$ cat config.mk
export PLATFORM = sky130hd
export DESIGN_NAME = vga_window_scanner
export DESIGN_NICKNAME = d
export VERILOG_FILES = /design/src/rtl/vga_window_scanner.sv
export SDC_FILE = /design/constraint.sdc
export NUM_CORES = 1
export LEC_CHECK = 0
export CORE_MARGIN = 4
export CORE_UTILIZATION = 55
export CTS_CLUSTER_SIZE = 30
export DETAILED_ROUTE_END_ITERATION = 7
export HOLD_SLACK_MARGIN = 0.05
export PLACE_DENSITY = 0.78
export SYNTH_ARGS = -nofsm -noshare
export SYNTH_HDL_FRONTEND = slang
export SYNTH_SLANG_ARGS = --single-unit
$ cat constraint.sdc
create_clock -name VGA_CLK_IN -period 4.1 [get_ports VGA_CLK_IN]
set_input_delay 0.82 -clock VGA_CLK_IN [delete_from_list [all_inputs] [get_ports VGA_CLK_IN]]
set_output_delay 0.82 -clock VGA_CLK_IN [all_outputs]
set_load 0.005 [all_outputs]
$ cat src/rtl/vga_window_scanner.sv
// vga_window_scanner: VGA raster generator that fetches a scaled image window from a
// synchronous pixel memory and realigns sync, enable and colour behind the read latency.
module vga_window_scanner #(
    parameter int unsigned H_ACTIVE   = 640,
    parameter int unsigned H_FP       = 16,
    parameter int unsigned H_SYNC     = 96,
    parameter int unsigned H_BP       = 48,
    parameter int unsigned V_ACTIVE   = 480,
    parameter int unsigned V_FP       = 10,
    parameter int unsigned V_SYNC     = 2,
    parameter int unsigned V_BP       = 33,
    parameter bit          HS_POL     = 1'b0,
    parameter bit          VS_POL     = 1'b0,
    parameter int unsigned WIN_X      = 170,
    parameter int unsigned WIN_Y      = 90,
    parameter int unsigned IMG_W      = 300,
    parameter int unsigned IMG_H      = 300,
    parameter int unsigned SCALE_LOG2 = 0,
    parameter int unsigned BASE_ADDR  = 24,
    parameter int unsigned ADDR_W     = 32,
    parameter int unsigned RD_LATENCY = 1,
    parameter logic [23:0] BG_COLOR   = 24'h10A6ED
) (
    input  logic              VGA_CLK_IN,
    input  logic              rst_n,
    input  logic [23:0]       px,
    output logic [ADDR_W-1:0] px_addr,
    output logic              px_rd,
    output logic              o_hsync,
    output logic              o_vsync,
    output logic              o_de,
    output logic [7:0]        o_red,
    output logic [7:0]        o_green,
    output logic [7:0]        o_blue,
    output logic              o_frame_start,
    output logic              VGA_CLK_OUT
);

    localparam int unsigned H_TOTAL = H_ACTIVE + H_FP + H_SYNC + H_BP;
    localparam int unsigned V_TOTAL = V_ACTIVE + V_FP + V_SYNC + V_BP;
    localparam int unsigned HW      = $clog2(H_TOTAL);
    localparam int unsigned VW      = $clog2(V_TOTAL);
    localparam int unsigned WIN_W   = IMG_W << SCALE_LOG2;
    localparam int unsigned WIN_H   = IMG_H << SCALE_LOG2;
    localparam int unsigned HS_LO   = H_ACTIVE + H_FP;
    localparam int unsigned HS_HI   = H_ACTIVE + H_FP + H_SYNC;
    localparam int unsigned VS_LO   = V_ACTIVE + V_FP;
    localparam int unsigned VS_HI   = V_ACTIVE + V_FP + V_SYNC;

    // Replication counters wrap at 2^SCALE_LOG2 - 1; with no scaling they stay at zero.
    localparam logic [1:0]        SUB_MAX = 2'((1 << SCALE_LOG2) - 1);
    localparam logic [ADDR_W-1:0] BASE    = ADDR_W'(BASE_ADDR);
    localparam logic [ADDR_W-1:0] STRIDE  = ADDR_W'(IMG_W);

    // Per-pixel control bits carried alongside the memory read.
    typedef struct packed {
        logic hs;
        logic vs;
        logic de;
        logic win;
        logic fs;
    } ctl_t;

    logic [HW-1:0]     h_q;
    logic [VW-1:0]     v_q;
    logic [31:0]       hc;
    logic [31:0]       vc;

    logic              h_last;
    logic              v_last;
    logic              de_now;
    logic              win_col;
    logic              win_row;
    logic              in_win;
    logic              row_in;
    ctl_t              ctl_now;

    logic [ADDR_W-1:0] col_q;
    logic [1:0]        subx_q;
    logic [ADDR_W-1:0] line_base_q;
    logic [1:0]        suby_q;

    ctl_t [RD_LATENCY-1:0] pipe_q;
    ctl_t                  tail;

    assign hc          = 32'(h_q);
    assign vc          = 32'(v_q);
    assign tail        = pipe_q[RD_LATENCY-1];
    assign VGA_CLK_OUT = VGA_CLK_IN;

    // Decode the raster position into region flags for the current pixel.
    always_comb begin
        h_last     = (hc == H_TOTAL - 1);
        v_last     = (vc == V_TOTAL - 1);
        de_now     = (hc < H_ACTIVE) && (vc < V_ACTIVE);
        win_col    = (hc >= WIN_X) && (hc < WIN_X + WIN_W);
        win_row    = (vc >= WIN_Y) && (vc < WIN_Y + WIN_H);
        // Clipping to the active area keeps fetches out of the porches.
        in_win     = de_now && win_col && win_row;
        row_in     = (vc < V_ACTIVE) && win_row;
        ctl_now.hs  = (hc >= HS_LO) && (hc < HS_HI);
        ctl_now.vs  = (vc >= VS_LO) && (vc < VS_HI);
        ctl_now.de  = de_now;
        ctl_now.win = in_win;
        ctl_now.fs  = (hc == 0) && (vc == 0);
    end

    // Horizontal and vertical raster counters; v steps only when h wraps.
    always_ff @(posedge VGA_CLK_IN or negedge rst_n) begin
        if (!rst_n) begin
            h_q <= '0;
            v_q <= '0;
        end else if (h_last) begin
            h_q <= '0;
            v_q <= v_last ? '0 : v_q + VW'(1);
        end else begin
            h_q <= h_q + HW'(1);
        end
    end

    // Source column: advances every 2^SCALE_LOG2 window clocks, cleared outside the window.
    always_ff @(posedge VGA_CLK_IN or negedge rst_n) begin
        if (!rst_n) begin
            col_q  <= '0;
            subx_q <= '0;
        end else if (in_win) begin
            if (subx_q == SUB_MAX) begin
                subx_q <= '0;
                col_q  <= col_q + ADDR_W'(1);
            end else begin
                subx_q <= subx_q + 2'd1;
            end
        end else begin
            col_q  <= '0;
            subx_q <= '0;
        end
    end

    // Line base: gains one image row every 2^SCALE_LOG2 window lines, restarts each frame.
    always_ff @(posedge VGA_CLK_IN or negedge rst_n) begin
        if (!rst_n) begin
            line_base_q <= BASE;
            suby_q      <= '0;
        end else if (h_last) begin
            if (v_last) begin
                line_base_q <= BASE;
                suby_q      <= '0;
            end else if (row_in) begin
                if (suby_q == SUB_MAX) begin
                    suby_q      <= '0;
                    line_base_q <= line_base_q + STRIDE;
                end else begin
                    suby_q <= suby_q + 2'd1;
                end
            end
        end
    end

    // Read request: address registers only for window pixels, otherwise it holds.
    always_ff @(posedge VGA_CLK_IN or negedge rst_n) begin
        if (!rst_n) begin
            px_addr <= BASE;
            px_rd   <= 1'b0;
        end else if (in_win) begin
            px_addr <= line_base_q + col_q;
            px_rd   <= 1'b1;
        end else begin
            px_rd   <= 1'b0;
        end
    end

    // Control delay line matching the address register plus the memory read latency.
    always_ff @(posedge VGA_CLK_IN or negedge rst_n) begin
        if (!rst_n) begin
            pipe_q <= '0;
        end else begin
            pipe_q[0] <= ctl_now;
            for (int i = 1; i < RD_LATENCY; i++) begin
                pipe_q[i] <= pipe_q[i-1];
            end
        end
    end

    // Output stage: colour is picked at the same edge that px is sampled.
    always_ff @(posedge VGA_CLK_IN or negedge rst_n) begin
        if (!rst_n) begin
            o_hsync                   <= ~HS_POL;
            o_vsync                   <= ~VS_POL;
            o_de                      <= 1'b0;
            o_frame_start             <= 1'b0;
            {o_red, o_green, o_blue}  <= 24'h000000;
        end else begin
            o_hsync       <= tail.hs ? HS_POL : ~HS_POL;
            o_vsync       <= tail.vs ? VS_POL : ~VS_POL;
            o_de          <= tail.de;
            o_frame_start <= tail.fs;
            if (tail.win) begin
                {o_red, o_green, o_blue} <= px;
            end else if (tail.de) begin
                {o_red, o_green, o_blue} <= BG_COLOR;
            end else begin
                {o_red, o_green, o_blue} <= 24'h000000;
            end
        end
    end

endmodule

# Yosys cells after proc, flatten, opt, wreduce, memory -nomap -nowiden
# Index checks and enable logic that the tools add are counted.
# W data, S select, Z words.
# word_totals
reg_bits	154
inputBits	26
out_inout_bits	62
wordCells	78
# op_classes
n_addsub	7
order_cmp	10
n_eq_ne	3
n_mux	21
n_reduce_logical	17
# ops
operator	n
$mux W32	5
$logic_not A32 Y1	2
$lt A10 B9 Y1 const B	4
$mux W8	5
$add A32 B1 Y32 const B	1
$add A32 B32 Y32	1
$add A32 B9 Y32 const B	1
$add A10 B1 Y10 const B	2
$eq A10 B10 Y1 const B	2
$lt A10 B10 Y1 const B	2
$mux W10	2
$ge A10 B10 Y1 const B	1
$ge A10 B7 Y1 const B	1
$ge A10 B8 Y1 const B	1
$ge A10 B9 Y1 const B	1
$mux W2	5
$logic_and A1 B1 Y1	9
$mux W5	1
$add A2 B1 Y2 const B	2
$logic_not A2 Y1	2
$reduce_bool A2 Y1	2
$mux W1	3
$reduce_and A3 Y1	1
$ne A2 B1 Y1 const B	1
$reduce_and A2 Y1	1

# Depth between registers and ports, before layout
# logic_depth
word_depth	5
ltp_mapped	10
depth_no_buf	9

==> out/qor.yml <==
finish:
  fillers: 1047
  flow.area_growth_from_synthesis_pct: 21.19
  final_cell_count_no_fill: 1112
  multi_input_comb_area_mm2: 0.003899
  utilization_pct: 68.71
  sequential_cell_area_mm2: 0.003786
  drive_above_1_share_pct: 6.223
  finalNetCount: 985
  antenna_cells: 0
floorplanning:
  placement_rows: 43
  design.die.area_mm2: 0.01641
  core-area_mm2: 0.01399
  top_level_ports: 88
  start_util_pct: 56.70
  die_height_um: 128.1
  die_w_um: 128.1
route:
  postRouteWirelength_mm: 17.23
  drt_pre_antenna_iters: 5
  drt.antenna.violating_nets: 0
  detailedRoute.firstIterationViolations: 471
  drcViolationCount: 0
  via_count_normalized_by_instance_count: 5.627
  detailroute.via_count: 6257
  detail_route.wl_per_cell_um: 15.50
placed_design:
  finalWeightedCongestion: 0.8314
  dp_cells: 1077
  place.detailed.hpwl_mm: 12.24
  dpl_worst_slack_ns: 0.8164
  numPortBuffers: 87
sta:
  timing.final.hold_violations: 0
  drv_slew: 0
  totalNegativeSetupSlack_ns: 0
  rsz_0062_raised_after_global_routing: "false"
  clock-skew-final_ns: 0.008981
  finalWorstSetupSlack_ns: 0.5517
  slew_headroom_pct: 31.88
  setup_viol: 0
  actual_transition_at_the_worst_max_transition_pin_ns: 1.015
synth:
  number_of_cells_produced_by_synthesis: 834
  synth_top_flop_cell: "sky130_fd_sc_hd__dfrtp_1"
  synth.cell_area_mm2: 0.007931
  post_synthesis_net_count: 900
  ys_seq_elements: 151
  synth-seq-area-share_pct: 47.74
  synth_largest_area_cell: "sky130_fd_sc_hd__dfrtp_1"
  synth.lib_cells_used.distinct: 63
  asyncSetResetFlopFracSynth_pct: 100.0
  number_of_flops_mapped_to_enable_cells_by_yosys: 0
  synthesis.yosys.warnings: 0
  synth_top_area_share_pct: 45.75
  mean_area_per_synthesized_cell_um2: 9.510
  synth_top_cells_by_area: "sky130_fd_sc_hd__dfrtp_1 (46%), sky130_fd_sc_hd__ha_1 (6.3%), sky130_fd_sc_hd__xnor2_1 (5.1%)"
setup_path:
  r2r_end: "px_addr[25]"
  critPathMaxFanout: 2
  worst_ep_arrival_time_ns: 2.73
  critical_path.reg2reg.startpoint: "v_q[0]"
  r2r_cells: 9
  rrSetupSlack_ns: 1.23
  worst-setup-path-type: "clock port to output port"
  worst-path-buf-inv: 3
  path_delay_family: "buffers and inverters"
  crit_path_start_kind: "clock port"
  worst_setup_path_end_kind: "output port"
  crit_path_top_delay_cell: "sky130_fd_sc_hd__clkdlybuf4s50_1"
  critical_path.max_stage_delay_ns: 0.43
  critPathMostFrequentCell: "sky130_fd_sc_hd__clkbuf_16"
  critical_path.cell_chain: "clkbuf_16 > clkbuf_16 > clkdlybuf4s50_1"
  critPathRequiredTime_ns: 3.28
pwr:
  vdd_drop_max_mv: 0.2541
  leakage_nw: 4.104
  powerDensity_mw_per_mm2: 331.8
clocking:
  cts-resized-gates: 0
  cts_hold_bufs: 0
  postCtsSetupBuffers: 0
  clock_tree_from_tritoncts: "built"
  clkLatencyLatePin_ns: 0.54
  clk_pin_slew_worst_paths_ns: 0.06
global_route:
  via_count_of_the_first_global_routing_pass: 5782
  grt_antenna_before_repair: 0
  track_usage_pct: 21.97
  grt_start_max_net_pins: 95
  grt_remaining_overflow: 0
  grt_first_pass_wirelength_mm: 28.97
outcome:
  outcome: "finished, final reports clean"
worst_hold_path:
  min-delay-path-class: "primary input to async pin"
run:
  maxCapViolCount: 0
==> report_power, final <==
| group | internal (W) | switching, W | leakage, nW |
|---|---|---|---|
| logic | 0.0000226 | 0.0000307 | 1.79 |
| clock network | 0.00103 | 0.000612 | 0.310 |
| registers | 0.00149 | 0 | 2.01 |
==> per-stage QoR <==
stage	power (W)	hold WS, ns	area, um2
global route	0.003304	0.3597	9612
CTS	0.003220	0.3489	9612
detailed placement	0.001593	0.3363	8984
finish	0.003190	0.3370	9612
global placement	0.001593	0.3324	8984
floorplan	0.001534	0.3312	7931
==> Yosys cell counts (3+ instances only) <==
cell type                    n
sky130_fd_sc_hd__nand3_1    35
sky130_fd_sc_hd__mux2_1      3
sky130_fd_sc_hd__and2_1     18
sky130_fd_sc_hd__inv_1      30
sky130_fd_sc_hd__a21oi_1    38
sky130_fd_sc_hd__o21ai_1    31
sky130_fd_sc_hd__a21o_1      8
sky130_fd_sc_hd__nor2_1     86
sky130_fd_sc_hd__and3_1     21
sky130_fd_sc_hd__nand2b_1    3
sky130_fd_sc_hd__dfrtp_1   145
sky130_fd_sc_hd__o21ai_0    30
sky130_fd_sc_hd__ha_1       40
sky130_fd_sc_hd__dfstp_2     6
sky130_fd_sc_hd__or3_1       8
sky130_fd_sc_hd__xor2_1     40
sky130_fd_sc_hd__o21a_1      5
sky130_fd_sc_hd__nor2b_1     5
sky130_fd_sc_hd__buf_1       3
sky130_fd_sc_hd__nand4_1    20
sky130_fd_sc_hd__and4_1      4
sky130_fd_sc_hd__clkbuf_1   23
sky130_fd_sc_hd__o211ai_1    3
sky130_fd_sc_hd__a32o_1      3
sky130_fd_sc_hd__xnor2_1    46
sky130_fd_sc_hd__buf_2       5
sky130_fd_sc_hd__a211oi_1    3
sky130_fd_sc_hd__nand2_1    99
sky130_fd_sc_hd__a221oi_1    3
sky130_fd_sc_hd__nor3_1     22
sky130_fd_sc_hd__nor4_1      6
==> cell families (layout without fill, tap and decap cells) <==
group / count (synthesis) / in the layout / synth area share, %
simple gates: 336 / 336 / 20.26
buf+inv: 63 / 161 / 3.108
fa+ha+maj: 40 / 40 / 6.310
flops: 151 / 151 / 47.74
mux: 7 / 7 / 0.9623
compound gates: 151 / 151 / 12.13
xor+xnor: 86 / 86 / 9.497
==> metal layers <==
| metal | share of wire [%] | track usage (%) | vias to the layer above | wire length [um] |
|---|---|---|---|---|
| li1 | - | - | 3071 | - |
| met1 | 49 | 32.95 | 2967 | 8433 |
| met2 | 44 | 31.48 | 189 | 7593 |
| met3 | 5.4 | 4.750 | 30 | 929 |
| met4 | 1.6 | 7.803 | 0 | 278 |
| met5 | 0 | 0 | - | 0 |
==> area by class of cell <==
type	instances	share of cell area [%]
timing repair buffer	94	9.854
clock buffer	27	5.545
multi-input combinational	620	40.56
tap	180	2.343
inverter	31	1.211
clock inverter	9	1.093
sequential	151	39.39
==> sequential cells by signal, indices dropped and copies added (netlist names) <==
signal	count
suby_q	2
o_vsync	1
h_q	10
o_blue	8
v_q	10
pipe_q	5
px_addr	32
o_de	1
subx_q	2
col_q	32
o_green	8
o_hsync	1
o_frame_start	1
o_red	8
line_base_q	30
==> cell usage in the layout, fill, tap and decap left out, types with 8 or more instances in the layout <==
cell type,n
sky130_fd_sc_hd__clkbuf_16,20
sky130_fd_sc_hd__a21oi_1,38
sky130_fd_sc_hd__nor3_1,22
sky130_fd_sc_hd__and3_1,21
sky130_fd_sc_hd__xor2_1,40
sky130_fd_sc_hd__xnor2_1,46
sky130_fd_sc_hd__nor2_1,86
sky130_fd_sc_hd__ha_1,40
sky130_fd_sc_hd__clkdlybuf4s50_1,86
sky130_fd_sc_hd__dfrtp_1,145
sky130_fd_sc_hd__a21o_1,8
sky130_fd_sc_hd__or3_1,8
sky130_fd_sc_hd__and2_1,18
sky130_fd_sc_hd__nand3_1,35
sky130_fd_sc_hd__o21ai_0,30
sky130_fd_sc_hd__o21ai_1,31
sky130_fd_sc_hd__inv_1,30
sky130_fd_sc_hd__nand4_1,20
sky130_fd_sc_hd__nand2_1,99
==> worst max path at each step <==
stage / endpoint / slack, ns / start / depth (start not counted)
6_report: VGA_CLK_OUT / 0.55 / VGA_CLK_IN / 3
5_1_grt: VGA_CLK_OUT / 0.53 / VGA_CLK_IN / 3
4_1_cts: VGA_CLK_OUT / 0.54 / VGA_CLK_IN / 3
3_5_place_dp: VGA_CLK_OUT / 0.82 / VGA_CLK_IN / 1
3_3_place_gp: VGA_CLK_OUT / 0.82 / VGA_CLK_IN / 1
2_1_floorplan: VGA_CLK_OUT / 1.12 / VGA_CLK_IN / 1
Power figures use the tool's default switching activity.
